**src/rtl/axi_wr_dma_ch.sv**
```systemverilog
`default_nettype none
//==============================================================================
// Module  : axi_wr_dma_ch
// Purpose : Write-back DMA channel. Buffers the conv output stream in a FIFO
//           and drains it to memory as AXI3 INCR bursts of up to BURST_LEN beats.
// Revision: 1.0 - initial release
//==============================================================================
module axi_wr_dma_ch #(
    parameter int AXI_WIDTH_AD = 32,
    parameter int AXI_WIDTH_ID = 4,
    parameter int AXI_WIDTH_DA = 32,
    parameter int AXI_WIDTH_DS = 4,
    parameter int BURST_LEN    = 16,
    parameter int FIFO_DEPTH   = 32,
    parameter int CNT_W        = 24
) (
    input  logic                    clk,
    input  logic                    rstn,
    input  logic                    i_start,
    input  logic [AXI_WIDTH_AD-1:0] i_base_addr,
    input  logic [CNT_W-1:0]        i_num_words,
    input  logic                    s_valid,
    output logic                    s_ready,
    input  logic [AXI_WIDTH_DA-1:0] s_data,
    output logic                    M_AWVALID,
    input  logic                    M_AWREADY,
    output logic [AXI_WIDTH_AD-1:0] M_AWADDR,
    output logic [AXI_WIDTH_ID-1:0] M_AWID,
    output logic [7:0]              M_AWLEN,
    output logic [2:0]              M_AWSIZE,
    output logic [1:0]              M_AWBURST,
    output logic [1:0]              M_AWLOCK,
    output logic [3:0]              M_AWCACHE,
    output logic [2:0]              M_AWPROT,
    output logic                    M_WVALID,
    input  logic                    M_WREADY,
    output logic [AXI_WIDTH_DA-1:0] M_WDATA,
    output logic [AXI_WIDTH_DS-1:0] M_WSTRB,
    output logic                    M_WLAST,
    output logic [AXI_WIDTH_ID-1:0] M_WID,
    input  logic                    M_BVALID,
    output logic                    M_BREADY,
    input  logic [1:0]              M_BRESP,
    input  logic [AXI_WIDTH_ID-1:0] M_BID,
    output logic                    o_busy,
    output logic                    o_done,
    output logic                    o_err
);
    localparam int PTR_W = $clog2(FIFO_DEPTH);
    localparam int BL_W  = $clog2(BURST_LEN) + 1;

    typedef enum logic [2:0] {
        S_IDLE = 3'd0,
        S_WAIT = 3'd1,
        S_AW   = 3'd2,
        S_W    = 3'd3,
        S_B    = 3'd4,
        S_DONE = 3'd5
    } state_t;

    state_t                  state_q, state_d;
    logic [AXI_WIDTH_AD-1:0] addr_q, addr_d;
    logic [CNT_W-1:0]        remaining_q, remaining_d;
    logic [BL_W-1:0]         blen_q, blen_d;
    logic [BL_W-1:0]         beat_q, beat_d;
    logic                    busy_q, busy_d;
    logic                    err_q, err_d;
    logic                    rdy_q;

    logic [AXI_WIDTH_DA-1:0] fifo_mem [FIFO_DEPTH];
    logic [PTR_W-1:0]        wr_ptr_q, rd_ptr_q;
    logic [PTR_W:0]          count_q;
    logic                    push, pop, full;
    logic [BL_W-1:0]         blen_next;
    logic                    unused_bid;

    assign unused_bid = ^M_BID;

    // rdy_q keeps s_ready low while reset is asserted and releases it one cycle later.
    assign full    = (count_q == (PTR_W+1)'(FIFO_DEPTH));
    assign s_ready = rdy_q && !full;
    assign push    = s_valid && s_ready;
    assign pop     = M_WVALID && M_WREADY;

    always_ff @(posedge clk) begin
        if (push) begin
            fifo_mem[wr_ptr_q] <= s_data;
        end
    end

    always_ff @(posedge clk or negedge rstn) begin
        if (!rstn) begin
            wr_ptr_q <= '0;
            rd_ptr_q <= '0;
            count_q  <= '0;
            rdy_q    <= 1'b0;
        end else begin
            rdy_q <= 1'b1;
            if (push) wr_ptr_q <= wr_ptr_q + 1'b1;
            if (pop)  rd_ptr_q <= rd_ptr_q + 1'b1;
            case ({push, pop})
                2'b10:   count_q <= count_q + 1'b1;
                2'b01:   count_q <= count_q - 1'b1;
                default: count_q <= count_q;
            endcase
        end
    end

    assign blen_next = (remaining_q >= CNT_W'(BURST_LEN)) ? BL_W'(BURST_LEN)
                                                          : remaining_q[BL_W-1:0];

    always_ff @(posedge clk or negedge rstn) begin
        if (!rstn) begin
            state_q     <= S_IDLE;
            addr_q      <= '0;
            remaining_q <= '0;
            blen_q      <= '0;
            beat_q      <= '0;
            busy_q      <= 1'b0;
            err_q       <= 1'b0;
        end else begin
            state_q     <= state_d;
            addr_q      <= addr_d;
            remaining_q <= remaining_d;
            blen_q      <= blen_d;
            beat_q      <= beat_d;
            busy_q      <= busy_d;
            err_q       <= err_d;
        end
    end

    always_comb begin
        state_d     = state_q;
        addr_d      = addr_q;
        remaining_d = remaining_q;
        blen_d      = blen_q;
        beat_d      = beat_q;
        busy_d      = busy_q;
        err_d       = err_q;
        case (state_q)
            S_IDLE: begin
                if (i_start && !busy_q) begin
                    addr_d      = i_base_addr;
                    remaining_d = i_num_words;
                    err_d       = 1'b0;
                    busy_d      = 1'b1;
                    state_d     = (i_num_words == '0) ? S_DONE : S_WAIT;
                end
            end
            S_WAIT: begin
                // Whole burst must be buffered so W beats never starve mid-burst.
                blen_d = blen_next;
                beat_d = '0;
                if (count_q >= (PTR_W+1)'(blen_next)) state_d = S_AW;
            end
            S_AW: begin
                if (M_AWREADY) state_d = S_W;
            end
            S_W: begin
                if (M_WREADY) begin
                    if (beat_q == blen_q - 1'b1) state_d = S_B;
                    else                         beat_d  = beat_q + 1'b1;
                end
            end
            S_B: begin
                if (M_BVALID) begin
                    if (M_BRESP != 2'b00) err_d = 1'b1;
                    addr_d      = addr_q + AXI_WIDTH_AD'({blen_q, 2'b00});
                    remaining_d = remaining_q - CNT_W'(blen_q);
                    state_d     = (remaining_q == CNT_W'(blen_q)) ? S_DONE : S_WAIT;
                end
            end
            S_DONE: begin
                busy_d  = 1'b0;
                state_d = S_IDLE;
            end
            default: state_d = S_IDLE;
        endcase
    end

    assign M_AWVALID = (state_q == S_AW);
    assign M_AWADDR  = addr_q;
    assign M_AWLEN   = (state_q == S_AW) ? 8'(blen_q - 1'b1) : 8'd0;
    assign M_AWID    = '0;
    assign M_AWSIZE  = 3'b010;
    assign M_AWBURST = 2'b01;
    assign M_AWLOCK  = 2'b00;
    assign M_AWCACHE = 4'h0;
    assign M_AWPROT  = 3'h0;
    assign M_WVALID  = (state_q == S_W);
    assign M_WDATA   = fifo_mem[rd_ptr_q];
    assign M_WSTRB   = '1;
    assign M_WLAST   = (state_q == S_W) && (beat_q == blen_q - 1'b1);
    assign M_WID     = '0;
    assign M_BREADY  = (state_q == S_B);
    assign o_busy    = busy_q;
    assign o_done    = (state_q == S_DONE);
    assign o_err     = err_q;

endmodule
`default_nettype wire
```
**config.mk**
```make
export PLATFORM = sky130hd
export DESIGN_NAME = axi_wr_dma_ch
export DESIGN_NICKNAME = d
export VERILOG_FILES = /design/src/rtl/axi_wr_dma_ch.sv
export SDC_FILE = /design/constraint.sdc
export NUM_CORES = 1
export LEC_CHECK = 0
export BUFFER_PORTS_ARGS = -buffer_cell sky130_fd_sc_hd__buf_2
export CAP_MARGIN = 20
export CORE_UTILIZATION = 40
export DETAILED_ROUTE_END_ITERATION = 6
export GPL_TIMING_DRIVEN = 0
export PLACE_DENSITY_LB_ADDON = 0.15
export SLEW_MARGIN = 20
export SYNTH_ARGS = -nofsm -noshare
export SYNTH_HDL_FRONTEND = slang
export SYNTH_SLANG_ARGS = --single-unit
```
**constraint.sdc**
```tcl
create_clock -name clk -period 4.3 [get_ports clk]
set_input_delay 0.43 -clock clk [delete_from_list [all_inputs] [get_ports clk]]
set_output_delay 0.43 -clock clk [all_outputs]
set_load 0.05 [all_outputs]
```
==> results of run 1 <==
## what timing repair did
item                                   in CTS  in global routing
setup endpoints to repair                  32                  6
hold buffers                                6                  0
pin swaps                                   0                  0
endpoints found under the hold margin      46                  0
gates resized for setup                    31                  4
## layer usage
metal	wire length [um]	share of wire, %
met3	6283	5.3
met1	50180	42
met5	12	0.010
met2	60290	51
met4	2218	1.9
## final cells by class
cell class | instances | area [um^2] | share of cell area (%)
Multi-Input combinational cell | 927 | 11380 | 21.31
Clock inverter | 80 | 651.9 | 1.220
Sequential cell | 1112 | 32950 | 61.67
Timing Repair Buffer | 247 | 2594 | 4.854
Tap cell | 1488 | 1862 | 3.485
Inverter | 30 | 112.6 | 0.2108
Buffer | 150 | 843.3 | 1.578
Clock buffer | 139 | 3032 | 5.674
## through the flow
step | hold WS (ps) | std cells | worst slack, ps | total power [uW]
finish | 39.61 | 4173 | 81.70 | 32390
global route | 38.39 | 4173 | 10.73 | 33610
CTS | 2.307 | 4173 | 3.188 | 32820
detailed placement | 407.0 | 3948 | 39.34 | 23110
global placement | 488.7 | 3883 | -1472 | 22790
floorplan | 134.4 | 2219 | 388.7 | 19710
## cells by family after synthesis
logic type | after synthesis | share of synthesized area (%)
XOR/XNOR | 22 | 0.5239
AO/OA/AOI/OAI | 218 | 3.090
other | 2 | 0.01673
AND/OR/NAND/NOR | 272 | 3.082
flip-flops | 1112 | 73.39
buffers and inverters | 180 | 2.020
adder cells (fa/ha/maj) | 30 | 0.8861
multiplexers | 358 | 17.00
## registers in the layout, summed over array words and instances (netlist names)
register	flops
count_q	6
state_q	3
wr_ptr_q	5
rdy_q	1
o_busy	1
beat_q	5
remaining_q	24
M_AWADDR	32
rd_ptr_q	5
blen_q	5
o_err	1
fifo_mem	1024
## cells in the mapped netlist, drive strengths merged, types with 4 or more instances
library cell,number
edfxtp,1024
mux4,320
dfrtp,88
buf,77
clkbuf,73
nor2,73
a21oi,66
nand2,65
o21ai,49
mux2,35
inv,30
ha,27
nand3,22
nor3,21
nor4,18
xnor2,17
a2bb2oi,16
o22ai,16
nand4,13
and3,10
a21o,9
a31oi,8
o211ai,8
nor2b,7
nor3b,7
o41ai,7
or3,7
nand2b,6
or2,6
and2,5
a211oi,4
a22oi,4
o221ai,4
o22a,4
## worst paths after layout
check,start,to,slack (ps),cells after the start
min,i_base_addr[3],M_AWADDR[3],40,3
max in group asynchronous,rstn,remaining_q[5],3410,3
max reg2reg,remaining_q[12],state_q[1],520,13
min in group asynchronous,rstn,M_AWADDR[6],280,2
min reg2reg,M_AWADDR[0],M_AWADDR[0],500,1
max,rd_ptr_q[1],M_WDATA[31],80,7
## power breakdown
part           switching, uW  internal (uW)
Sequential               151          12200
Combinational           6120           4230
Clock                   4240           5450
Total                  10500          21900
## critical path, delay by kind of cell (launching register included)
family	cells	cell delay, ps
mux	3	1230
buf+inv	4	1450
flops	1	370
==> out/results.ini, run 1 <==
[synth]
synth-main-ff-cell=edfxtp_1
synth_area_um2=44900
synth_edf_count=1024
syn_area_per_cell_um2=20.47
syn-instance-count=2194
synth-async-reset-ratio_pct=7.914
synth_top_area_cell=edfxtp_1
ys_ff_latch=1112
synth_area_leaders=edfxtp_1 (68%), mux4_2 (16%), dfrtp_1 (4.9%), mux2_2 (0.88%), buf_4 (0.80%)
yosysWarnings=0
ys_seq_area_share_pct=73.39
synth_top_area_share_pct=68.48
synth.distinct_cells=71

[global_route]
grt_start_max_net_pins=48
antenna_found_initial=1
grt_pass1_vias=24369
overflow=0
grt_use_total_pct=21.27
gr-usage-met2_pct=36.07
grt_pass1_wl_um=172000
busiest_layer=met2
grt_util_met3_pct=2.841
grt_use_met1_pct=29.11

[run]
maxCapViolations=0

[critical_path]
path_cells=clkbuf_1 > clkbuf_2 > buf_2 > mux4_2 > mux4_2 > mux2_2 > buf_2
cp_data_required_time_ps=3870
end_kind=output port
critPathMaxFanout=10
start_kind=flip-flop
crit_type=flip-flop to output port
cpMaxStageDelayCell=buf_2
crit_arrival_ps=3790
slowest_delay_ps=510

[clocking]
h-tree-depth=3
clock_sinks=1112
cts-root-buf=clkbuf_16
cts_made_buffers=117
cts_setup_buffers=0
cts_tree=done
clk_latency_ps=720
clk_pin_slew_ps=60
cts_buffer_depth=3

[timing]
rsz0062_at_grt=false
hold_viol_final=0
setup_viol=0
fin_crit_sh_pct=98.10
slew_headroom_pct=25.50
fin_crit_ps=4218
setup-tns-final_ps=0
tightest_slew_ps=1118
max_freq_ghz=0.2371
maxSlewViolCount=0
fin_skew_ps=40.22

[detailed_routing]
via_per_inst=5.647
wl_per_cell_um=28.51
drt_wl_total_um=119000
route.vias.total=23567
first_iter_violations=2226
first_pass_iters=5
drc=0
postRouteAntennaNets=0

[finish]
finalInstanceArea_um2=53430
fill_cells=9230
diodes=0
layout_commonest_cell=edfxtp_1
synthToLayoutAreaGrowth_pct=18.99
layout.nets=2716
final_cell_mix=edfxtp_1 (1024), mux4_2 (320), buf_2 (187)
drive_gt1_share_pct=33.48
final_core_util_pct=48.15

[placement]
gp_congestion=0.8705
portBuffers=176
dp_hpwl_um=80430
post_dp_cell_area_um2=49640

[worst_hold_path]
hold_class=input port to flip-flop

[pwr]
peakVddDrop_uv=362.5
power_density_nw_per_um2=606.2
p_leak_uw=0.01760

[floorplan]
fp.dieH_um=337.0
dieArea_um2=113600
initial_core_util_pct=40.46
rows=122
coreArea_um2=111000
io_pins=207
die_x_um=337.0

[outcome]
status=finished, final reports clean

No activity file was read; power rests on OpenSTA's default activity.
==> run 2: changes to the inputs <==
--- a/config.mk
+++ b/config.mk
@@ -5,6 +5,7 @@
 export SDC_FILE = /design/constraint.sdc
 export NUM_CORES = 1
 export LEC_CHECK = 0
+export ABC_AREA = 1
 export BUFFER_PORTS_ARGS = -buffer_cell sky130_fd_sc_hd__buf_2
 export CAP_MARGIN = 20
 export CORE_UTILIZATION = 40
==> run 2 against run 1 <==
Effect of this change:
- the flow now finishes with violations (negative setup slack)
- global-route usage is 5.5 points higher
- hold slack better by 8.1 ps
- clock power is 9% higher
- die area is 4.7% higher
- first-iteration DRC count is 73% higher
- register-to-register slack better by 520 ps
- critical path depth is 4 higher
- critical path type unchanged
- critical endpoint is now M_WDATA[4]
==> out/results.ini, run 2 <==
[outcome]
status=finished with violations
failed_checks=negative setup slack

[timing]
layout_setup_ws_ps=-4.756  ; -86.46 ps
rsz0062_at_grt=false
hold_viol_final=0  ; unchanged
whs_ps=47.74  ; +8.128 ps
setup-tns-final_ps=-4.756  ; -4.756 ps
max_freq_ghz=0.2323  ; -2.0%
fin_crit_sh_pct=100.1  ; +2.0 points
tightest_slew_ps=1070  ; -47.93 ps
fin_crit_ps=4305  ; +86.46 ps
maxSlewViolCount=0  ; unchanged
setup_viol=1  ; +1
fin_skew_ps=55.30  ; +15.07 ps
slew_headroom_pct=28.69  ; +3.2 points

[clocking]
cts_made_buffers=116  ; -0.85%
clk_latency_ps=740  ; +20 ps
cts_tree=done
clk_pin_slew_ps=60  ; about the same
cts_buffer_depth=3  ; unchanged
clock_sinks=1112  ; unchanged
cts-root-buf=clkbuf_16
cts_setup_buffers=0  ; unchanged
h-tree-depth=3  ; unchanged

[critical_path]
cp_data_required_time_ps=3870  ; about the same
crit_arrival_ps=3870  ; +80 ps
crit_start=rd_ptr_q[0]
r2r_slack_ps=1040  ; +520 ps
start_kind=flip-flop
rr_endpoint=fifo_mem[4][7]
r2r_start=count_q[1]
critPathMaxFanout=10  ; unchanged
crit_type=flip-flop to output port
crit_end=M_WDATA[4]
rr_worst_depth=8  ; -5
end_kind=output port

[detailed_routing]
first_iter_violations=3853  ; +73%
first_pass_iters=7  ; +2
drt_wl_total_um=161200  ; +35%
postRouteAntennaNets=0  ; unchanged
route.vias.total=33752  ; +43%
wl_per_cell_um=26.82  ; -5.9%
via_per_inst=5.615  ; -0.57%
drc=0  ; unchanged

[synth]
synthMostInstantiatedCell=edfxtp_1
synth.distinct_cells=49  ; -31%
synth_area_leaders=edfxtp_1 (65%), nor2_1 (6.6%), o21ai_0 (5.3%), dfrtp_1 (4.7%), nand2_1 (3.4%)
synth_edf_count=1024  ; unchanged
synth_top_area_cell=edfxtp_1
syn_area_per_cell_um2=11.75  ; -43%
synth_area_um2=47020  ; +4.7%
ys_ff_latch=1112  ; unchanged
synth-main-ff-cell=edfxtp_1
synth-async-reset-ratio_pct=7.914  ; unchanged
yosysWarnings=0  ; unchanged
ys_seq_area_share_pct=70.08  ; -3.3 points
synth_top_area_share_pct=65.39  ; -3.1 points
synthTopCellsByCount=edfxtp_1 (1024), nor2_1 (823), o21ai_0 (496), nand2_1 (426), nand3_1 (167)
syn-instance-count=4002  ; +82%

[pwr]
peakVddDrop_uv=380.1  ; +4.9%
power_density_nw_per_um2=450.6  ; -26%
p_leak_uw=0.01948  ; +11%

[finish]
synthToLayoutAreaGrowth_pct=17.85
drive_gt1_share_pct=15.67  ; -18 points
seqCellArea_um2=32950  ; unchanged
fill_cells=10596  ; +15%
layout.nets=4514  ; +66%
largest_reg_flops=1024  ; unchanged
multi_input_area_um2=12410  ; +9.0%
final_core_util_pct=47.62  ; -0.52 points
final_cell_mix=edfxtp_1 (1024), nor2_1 (785), o21ai_0 (496)
layout_commonest_cell=edfxtp_1
regMostFlops=fifo_mem
layoutNonFillerInstCount=6011  ; +44%

[global_route]
overflow=0  ; unchanged
grt_use_total_pct=26.78  ; +5.5 points
antenna_found_initial=5  ; +4
grt_pass1_wl_um=226600  ; +32%
grt_pass1_vias=31288  ; +28%
grt_start_max_net_pins=60  ; +25%

[floorplan]
dieArea_um2=118900  ; +4.7%
rows=125  ; +2.5%
io_pins=207  ; unchanged
coreArea_um2=116400  ; +4.9%
die_x_um=344.9  ; +2.3%
initial_core_util_pct=40.41  ; -0.051 points
fp.dieH_um=344.9  ; +2.3%

[worst_hold_path]
min_from=i_num_words[3]
hold_class=input port to flip-flop

[placement]
dp.cells=5778  ; +46%
gp_congestion=0.9167  ; +5.3%
place_ws_ps=546.6  ; +507.3 ps
portBuffers=176  ; unchanged
dp_hpwl_um=112700  ; +40%

[run]
maxCapViolations=0  ; unchanged

[run 2: logic make-up (layout without fill, tap and decap cells)]
group / after synthesis / count (layout) / share of synthesized area (%)
DFF: 1112 / 1112 / 70.08
other: 2 / 28 / 0.01597
buffers and inverters: 403 / 862 / 4.281
AOI/OAI and AO/OA: 944 / 944 / 11.61
xor gates and xnor gates: 19 / 19 / 0.3539
and+or+nand+nor: 1492 / 1492 / 12.82
adders and majority gates: 30 / 30 / 0.8461
[run 2: worst min path at each step]
| stage | end | slack [ps] | cells past startpoint |
|---|---|---|---|
| final | remaining_q[3] | 50 | 3 |
| after global routing | remaining_q[3] | 30 | 3 |
| after CTS | M_AWADDR[13] | 9 | 3 |
| after detailed placement | state_q[1] | 340 | 1 |
| after global placement | M_AWADDR[0] | 460 | 2 |
| after floorplan | M_AWADDR[0] | 130 | 0 |
[run 2: metrics by stage]
step	instance area (um^2)	total power (uW)
floorplan	47120	13560
global placement	49900	14390
detailed placement	51260	14590
CTS	55390	25040
global route	55410	25630
finish	55410	24970
[run 2: per-layer routing]
layer,vias up,part of all wire (%),routed length (um),track usage (%)
met1,16774,42,67890,37.41
met2,1599,46,73440,42.14
li1,15086,-,-,-
met5,-,0.0050,8,0
met3,291,8.0,12840,3.628
met4,2,4.4,7026,10.97
[run 2: critical path: stages, from the launching register on]
cell and delay (ps):
dfrtp_1 420, buf_6 230, inv_4 120, buf_4 330, buf_2 330, nor2_1 70, o22ai_1 190, o21ai_0 150
nor2_1 290, nor2_1 190, nor2_1 440, buf_2 360
[run 2: timing repair]
action	4_1_cts	5_1_grt
setup endpoints to repair	8	18
hold buffers	11	0
hold endpoints to repair	74	0
resized for setup	13	26
cloned	0	0
[run 2: area by class of cell]
class	count	share of cell area (%)
Sequential cell	1112	59.46
Timing Repair Buffer	238	3.802
Antenna cell	1	0.004516
Clock buffer	142	5.469
Inverter	145	0.9912
Buffer	258	2.689
Clock inverter	79	1.741
Tap cell	1524	3.441
Multi-Input combinational cell	2512	22.40
[run 2: power by group]
part | total, uW | leakage [uW] | switching [uW] | internal (uW)
clock | 10600 | 0.00196 | 4410 | 6170
combinational | 2110 | 0.00717 | 1560 | 554
sequential | 12300 | 0.0103 | 112 | 12200
total | 25000 | 0.0195 | 6080 | 18900
